`config.mk`:
```
export PLATFORM = sky130hd
export DESIGN_NAME = sprite_blitter
export DESIGN_NICKNAME = d
export VERILOG_FILES = /design/src/rtl/sprite_blitter.sv
export SDC_FILE = /design/constraint.sdc
export NUM_CORES = 1
export LEC_CHECK = 0
export CORE_UTILIZATION = 45
export CTS_CLUSTER_SIZE = 20
export DETAILED_ROUTE_END_ITERATION = 10
export GPL_TIMING_DRIVEN = 0
export HOLD_SLACK_MARGIN = 0.05
export PLACE_DENSITY = 0.75
export SYNTH_ARGS = -nofsm -noshare
export SYNTH_HDL_FRONTEND = slang
export SYNTH_SLANG_ARGS = --single-unit
```
`constraint.sdc`:
```
create_clock -name Clk -period 4.21 [get_ports Clk]
set_input_delay 0.842 -clock Clk [delete_from_list [all_inputs] [get_ports Clk]]
set_output_delay 0.842 -clock Clk [all_outputs]
set_load 0.01 [all_outputs]
```
`src/rtl/sprite_blitter.sv`:
```
// sprite_blitter: copies a SPR_H x SPR_W sprite from the sprite ROM mux into
// the frame buffer at a latched screen origin. Transparent-key pixels and
// off-screen pixels are skipped. Each pixel takes a FETCH cycle (address out
// to the ROM) and a WRITE cycle (ROM data back, frame-buffer write). Writes
// stall in WRITE until fb_ready is seen.
module sprite_blitter #(
    parameter int          SPR_H     = 24,
    parameter int          SPR_W     = 32,
    parameter int          SCREEN_W  = 640,
    parameter int          SCREEN_H  = 480,
    parameter logic [9:0]  KEY_COLOR = 10'd391,
    parameter bit          TRANSP_EN = 1'b1
) (
    input  logic        Clk,
    input  logic        Reset_n,
    input  logic        start,
    input  logic [9:0]  x_org,
    input  logic [8:0]  y_org,
    output logic [4:0]  spr_row,
    output logic [4:0]  spr_col,
    input  logic [9:0]  spr_data,
    output logic        fb_we,
    output logic [18:0] fb_addr,
    output logic [9:0]  fb_data,
    input  logic        fb_ready,
    output logic        busy,
    output logic        done,
    output logic [9:0]  wr_count
);

    typedef enum logic [1:0] {
        S_IDLE  = 2'd0,
        S_FETCH = 2'd1,
        S_WRITE = 2'd2,
        S_DONE  = 2'd3
    } state_t;

    localparam logic [4:0]  ROW_LAST = 5'(SPR_H - 1);
    localparam logic [4:0]  COL_LAST = 5'(SPR_W - 1);
    // Screen limits widened so that origin + offset never wraps in the compare.
    localparam logic [10:0] X_LIMIT  = 11'(SCREEN_W);
    localparam logic [9:0]  Y_LIMIT  = 10'(SCREEN_H);

    // Linear frame-buffer index of an on-screen pixel (19-bit multiply-add).
    function automatic logic [18:0] fb_index(input logic [9:0] ys, input logic [10:0] xs);
        logic [18:0] prod;
        prod = 19'(ys) * 19'(SCREEN_W);
        return prod + 19'(xs);
    endfunction

    state_t      state_q, state_d;
    logic [9:0]  x_q, x_d;
    logic [8:0]  y_q, y_d;
    logic [4:0]  row_q, row_d;
    logic [4:0]  col_q, col_d;
    logic [9:0]  wr_count_q, wr_count_d;
    logic [18:0] fb_addr_q, fb_addr_d;

    logic [10:0] x_sum;
    logic [9:0]  y_sum;
    logic        on_screen;
    logic        is_key;
    logic        skip;
    logic        last_px;
    logic [18:0] pix_addr;

    // Pixel position, visibility and skip decision for the current row/col.
    always_comb begin
        x_sum     = {1'b0, x_q} + {6'd0, col_q};
        y_sum     = {1'b0, y_q} + {5'd0, row_q};
        on_screen = (x_sum < X_LIMIT) && (y_sum < Y_LIMIT);
        is_key    = TRANSP_EN && (spr_data == KEY_COLOR);
        skip      = is_key || !on_screen;
        last_px   = (row_q == ROW_LAST) && (col_q == COL_LAST);
        pix_addr  = fb_index(y_sum, x_sum);
    end

    // Next-state logic: start handshake, pixel walk, write stall and advance.
    always_comb begin
        state_d    = state_q;
        x_d        = x_q;
        y_d        = y_q;
        row_d      = row_q;
        col_d      = col_q;
        wr_count_d = wr_count_q;
        fb_addr_d  = fb_addr_q;

        case (state_q)
            S_IDLE: begin
                if (start) begin
                    x_d        = x_org;
                    y_d        = y_org;
                    row_d      = 5'd0;
                    col_d      = 5'd0;
                    wr_count_d = 10'd0;
                    state_d    = S_FETCH;
                end
            end

            S_FETCH: begin
                // Address is loaded here so it is stable for the whole WRITE
                // cycle; off-screen positions keep the previous value so only
                // valid addresses ever appear on fb_addr.
                if (on_screen) begin
                    fb_addr_d = pix_addr;
                end
                state_d = S_WRITE;
            end

            S_WRITE: begin
                if (skip || fb_ready) begin
                    if (!skip) begin
                        wr_count_d = wr_count_q + 10'd1;
                    end
                    if (last_px) begin
                        state_d = S_DONE;
                    end else begin
                        state_d = S_FETCH;
                        if (col_q == COL_LAST) begin
                            col_d = 5'd0;
                            row_d = row_q + 5'd1;
                        end else begin
                            col_d = col_q + 5'd1;
                        end
                    end
                end
            end

            S_DONE: begin
                state_d = S_IDLE;
            end

            default: begin
                state_d = S_IDLE;
            end
        endcase
    end

    // State and datapath registers; reset aborts any blit in progress.
    always_ff @(posedge Clk or negedge Reset_n) begin
        if (!Reset_n) begin
            state_q    <= S_IDLE;
            x_q        <= 10'd0;
            y_q        <= 9'd0;
            row_q      <= 5'd0;
            col_q      <= 5'd0;
            wr_count_q <= 10'd0;
            fb_addr_q  <= 19'd0;
        end else begin
            state_q    <= state_d;
            x_q        <= x_d;
            y_q        <= y_d;
            row_q      <= row_d;
            col_q      <= col_d;
            wr_count_q <= wr_count_d;
            fb_addr_q  <= fb_addr_d;
        end
    end

    // Outputs decoded from the registers; the ROM address is held through a
    // stall, so spr_data (and hence fb_data) stays stable while fb_we waits.
    always_comb begin
        spr_row  = row_q;
        spr_col  = col_q;
        busy     = (state_q != S_IDLE);
        done     = (state_q == S_DONE);
        fb_we    = (state_q == S_WRITE) && !skip;
        fb_addr  = fb_addr_q;
        fb_data  = fb_we ? spr_data : 10'd0;
        wr_count = wr_count_q;
    end

endmodule

```
-- Yosys cells after proc, flatten, opt, wreduce, memory -nomap -nowiden
Cells that the tools add are included.
- flip-flop bits (word level): 60
- output and inout port bits: 52
- logic and storage cells: 61
- $add $sub $neg: 6
- multiply operators: 1
- order comparisons: 2
- equality and inequality tests: 11
- multiplexer cells: 18
- reduce and logical (&&, ||, !) cells: 16
- operators with widths (cell ; count):
    2-to-1 mux 10 bit ; 4
    2-to-1 mux 5 bit ; 7
    case mux 10 bit (2 select lines) ; 1
    case mux 5 bit (2 select lines) ; 2
    adder 19 x 11 -> 19 bit ; 1
    multiplier 10 x 3 -> 12 bit (second input constant) ; 1
    adder 10 x 5 -> 11 bit ; 1
    less-than comparator 11 x 10 -> 1 bit (second input constant) ; 1
    adder 10 x 1 -> 10 bit (second input constant) ; 1
    adder 5 x 1 -> 5 bit (second input constant) ; 2
    adder 9 x 5 -> 10 bit ; 1
    equality test 10 x 9 -> 1 bit (second input constant) ; 1
    equality test 5 bit (second input constant) ; 2
    less-than comparator 10 x 9 -> 1 bit (second input constant) ; 1
    != test 2 bit (second input constant) ; 5
    case mux 2 bit (4 select lines) ; 1
    AND reduction 4 bit ; 2
    2-to-1 mux 2 bit ; 3
    AND reduction 2 bit ; 3
    AND reduction 5 bit ; 1
    equality test 2 bit (second input constant) ; 2
    nonzero test 2 bit ; 2
    logical AND 1 bit ; 3
    equality test 2 x 1 -> 1 bit (second input constant) ; 1
    3 further kinds ; 5

-- Depth between registers and ports, before layout
- depth after elaboration: 8
- gate-level depth with buffers: 16
- mapped depth without buffers: 16

-- Least setup slack after synthesis
No wires, ideal clock.
- path type: register to register
- start: register row_q[0] (netlist: spr_row[0])
- end: register fb_addr_q[17] (netlist: fb_addr[17])
- library setup time: 0.125 ns
- arrival: 3.874 ns
- path slack: 0.211 ns
- stages on the path, launching flop included: 16
- path buffers: 0
- clock period less this slack: 3.999 ns
- cell sequence: dfrtp_1 -> ha_1 -> fa_1 -> a211oi_1 -> nor2_1 -> o21ai_0 -> xor2_1 -> xnor2_1 -> ha_1 -> and3_1 -> a2111o_1 -> xor2_1 -> nor2b_1 -> nand4_1 -> xnor2_1 -> mux2_2
- cells in the longest elaborated chain, start to end: 4
- ends and longest elaborated chain (what ; line ; RTL):
    start: declaration ; 54 ; logic [4:0] row_q, row_d;
    start signal: assignment ; 153 ; row_q <= row_d;
    adder 9 x 5 -> 10 bit * ; 70 ; y_sum = {1'b0, y_q} + {5'd0, row_q};
    branches (longest 3 deep; another with adder 19 x 11 -> 19 bit) ; n/a ;
    end signal: assignment ; 156 ; fb_addr_q <= fb_addr_d;
    end: declaration ; 57 ; logic [18:0] fb_addr_q, fb_addr_d;
Every way passes the cells marked *.
A chain may end at the register's enable or synchronous reset.

-- Worst setup path after layout
- start: register col_q[0] (netlist: spr_col[0])
- end: output port fb_data[9]
- cells in the longest elaborated chain, start to end: 8
- ends and longest elaborated chain (what ; line ; RTL):
    start: declaration ; 55 ; logic [4:0] col_q, col_d;
    start signal: assignment ; 154 ; col_q <= col_d;
    adder 10 x 5 -> 11 bit ; 69 ; x_sum = {1'b0, x_q} + {6'd0, col_q};
    less-than comparator 11 x 10 -> 1 bit ; 71 ; on_screen = (x_sum < X_LIMIT) && (y_sum < Y_LIMIT);
    logical AND 1 bit ; 71 ;
    logical NOT 1 bit ; 73 ; skip = is_key || !on_screen;
    logical OR 1 bit ; 73 ;
    logical NOT 1 bit ; 167 ; fb_we = (state_q == S_WRITE) && !skip;
    logical AND 1 bit ; 167 ;
    2-to-1 mux 10 bit ; 169 ; fb_data = fb_we ? spr_data : 10'd0;
    end: declaration ; 24 ; output logic [9:0] fb_data,
Every way passes these cells.

==> reports/results.ini <==
[run_status]
status=finished, final reports clean

[die]
core_area_um2=8680
fp-row-count=34
die_area_um2=9340
fp.dieW_um=96.6
die_y_um=96.6
ios=85
initial_core_util=0.464

[logic_synthesis]
synth_edf_count=0
synth_seq_cells=60
syn_avg_cell_area_um2=10.7
synth_area_um2=4030
synth-xor-area-share=0.0695
synth_fa_ha_area_frac=0.122
synth_top_family_by_area=simple AND/OR/NAND/NOR gates
syn_inst=378
syn-num-nets=448
async_flop_share=1.00
seq_area_frac_synth=0.373
synth_compound_area_frac=0.142
synth-simple-area-share=0.150
synth_warnings=0
synth_cell_types=59
ys.flop_type=dfrtp_1
muxShareOfSynthArea=0.122

[clock_network]
cts.sinks=60
path_clk_slew_ns=0.08
clockBufferDepth=2
htree_num_levels=3
cts_root_buffer=clkbuf_8
hold_buffers=0
cts_tree=done
numCtsBuffers=9
clock_latency_ns=0.35

[critical_path]
cp_num_buf_inv=2
slowest_delay_ns=0.43
cp_slowest_cell=dfrtp_2
critPathCaptureType=output pin
cp_data_required_time_ns=3.37
worstReg2RegStart=spr_row[0]
ff2ff_path_depth=16
crit_chain=ha_4, fa_2, a211o_1, a21oi_4, nor2_2, or3_4, a311oi_4, and3_4, buf_6, and2_1, dlygate4sd2_1
start_kind=register
critical_path_class=register to output pin
rrSetupSlack_ns=0.22
cp_top_family=compound AO/OA/AOI/OAI gates
regToRegEndpoint=fb_addr[17]
arrival_ns=3.30
crit_fanout=3

[route]
wl_per_cell_um=15.4
via_count=3325
wl_met1_um=4250
routed.top_layer=met4
ant_nets=0
routed_wl_um=9260
drtIter0Drc=127
routed_via_density=5.53
drt_pass1_iterations=4
drc=0
wl_met3_um=484
wl_met2_um=4400

[timing]
finalCritPeriodShare=0.984
fin_skew_ns=0.0149
tightest_slew_ns=0.789
rsz0062_at_grt=true
finalSetupTns_ns=0
report.final.slew_viol_count=0
setup_violations=0
finalHoldViolCount=0
min_period_ns=4.14
max_slew_margin=0.466
max_freq_mhz=241

[global_routing]
grt_usage=0.206
grt_pass1_wl_um=15600
grt_max_degree=35
antenna_found_initial=0
grt_pass1_vias=3346
gr-total-overflow=0

[run]
cap_violations=0

[worst_hold_path]
hold_start=wr_count[9]
hp-class=register to register
hold_depth=1
hold_end=wr_count[9]

[placement]
post-dp-hpwl_um=6750
gp_congestion=0.793
port_buffers=84
dp_cells=571

[pwr]
p_leak_nw=2.42
power.density_nw_per_um2=791
ir_drop_mv=0.329
finalPower_mw=4.25

[final_layout]
post-route-util=0.618
fin_cells=601
nets=558
antenna_cells=0
layout-drive-gt1-share=0.223
area.growth.synth_to_final_pct=33.1

[cell families (layout without fill, tap and decap cells)]
logic type,after synthesis,after routing
multiplexers,41,41
buffers and inverters,17,132
AO/OA/AOI/OAI,81,81
XOR/XNOR,32,32
adder cells (fa/ha/maj),37,37
flip-flops,60,60
AND/OR/NAND/NOR,110,110
[layer usage]
metal | track usage | up-vias
li1 | - | 1614
met1 | 0.262 | 1611
met2 | 0.335 | 86
met3 | 0.0571 | 14
met4 | 0.0723 | 0
met5 | 0 | -
[cells in the mapped netlist, drive strengths merged, types with 3 or more instances]
cell,n,share of area
a211o,3,0.0065
a211oi,4,0.0075
a21o,6,0.011
a21oi,13,0.020
a31oi,8,0.012
and2,13,0.020
and3,11,0.017
buf,3,0.0081
clkbuf,4,0.0037
dfrtp,60,0.37
fa,4,0.020
ha,33,0.10
inv,10,0.0093
mux2,38,0.11
mux2i,3,0.0075
nand2,19,0.020
nand2b,5,0.0078
nand3,14,0.017
nand4,4,0.0062
nor2,27,0.030
nor2b,3,0.0047
nor3,3,0.0037
o21a,3,0.0056
o21ai,21,0.026
o21bai,5,0.0093
o31ai,4,0.0075
xnor2,17,0.037
xor2,15,0.033
[through the flow]
stage	hold WS, ns	worst slack (ns)	instance area (um2)
after CTS	0.484	0.00184	5330
final	0.479	0.0678	5370
after floorplan	0.485	0.211	4030
after detailed placement	0.468	-0.398	5020
after global routing	0.513	-0.0104	5370
after global placement	0.470	-0.329	5010
[report_power, final]
part / switching, mW / total, mW / internal [mW]
logic: 1.26 / 2.68 / 1.41
clock network: 0.250 / 0.583 / 0.333
registers: 0.191 / 0.986 / 0.796
total: 1.71 / 4.25 / 2.54
[area by class of cell]
cell class / instances / area [um2]
Fill cell: 734 / 3310
Clock inverter: 6 / 88.8
Clock buffer: 10 / 128
Timing Repair Buffer: 99 / 913
Sequential cell: 60 / 1510
Multi-Input combinational cell: 301 / 2500
Buffer: 7 / 57.6
Tap cell: 108 / 135
Inverter: 10 / 37.5
[worst reg2reg max path, cell delays in order (launching register included)]
cell and delay [ns]:
dfrtp_2 0.44, ha_2 0.22, fa_2 0.38, a211oi_2 0.24
nor2_2 0.11, o21ai_1 0.15, xor2_1 0.23, buf_4 0.15
nor3_1 0.04, ha_1 0.35, and3_1 0.17, a2111o_1 0.45
xor2_2 0.19, nor2b_2 0.19, nand4_1 0.12, xnor2_1 0.16
mux2_2 0.26
[timing repair]
item                                    in CTS  in global routing
hold endpoints to repair                     0                  0
buffers inserted                             7                  7
resized for setup                           42                 17
endpoints found under the setup margin      13                 14
pin swaps                                    5                  7
[cells in the final DEF (no fill, tap or decap), types with 11 or more instances in the layout]
cell type and n:
xor2_1 14, dfrtp_1 57, nand3_1 14, clkdlybuf4s50_1 72, ha_1 31, and2_1 13, nand2_1 16, xnor2_1 17
mux2_2 29, buf_4 14, o21ai_0 11, nor2_1 24
[worst max path at each step]
stage	from	endpoint	slack, ns	depth (start not counted)
after floorplan	spr_row[0]	fb_addr[17]	0.21	15
after global placement	spr_col[0]	fb_data[6]	-0.33	12
after detailed placement	spr_col[0]	fb_data[2]	-0.40	12
after CTS	spr_col[0]	fb_data[5]	0.002	12
after global routing	spr_col[0]	fb_we	-0.01	11
final	spr_col[0]	fb_data[9]	0.07	11
[sequential cells by signal, summed over array words and instances (netlist names)]
signal    cells
wr_count     10
x_q          10
y_q           9
state_q       2
fb_addr      19
spr_row       5
spr_col       5
Power figures use the tool's default switching activity.
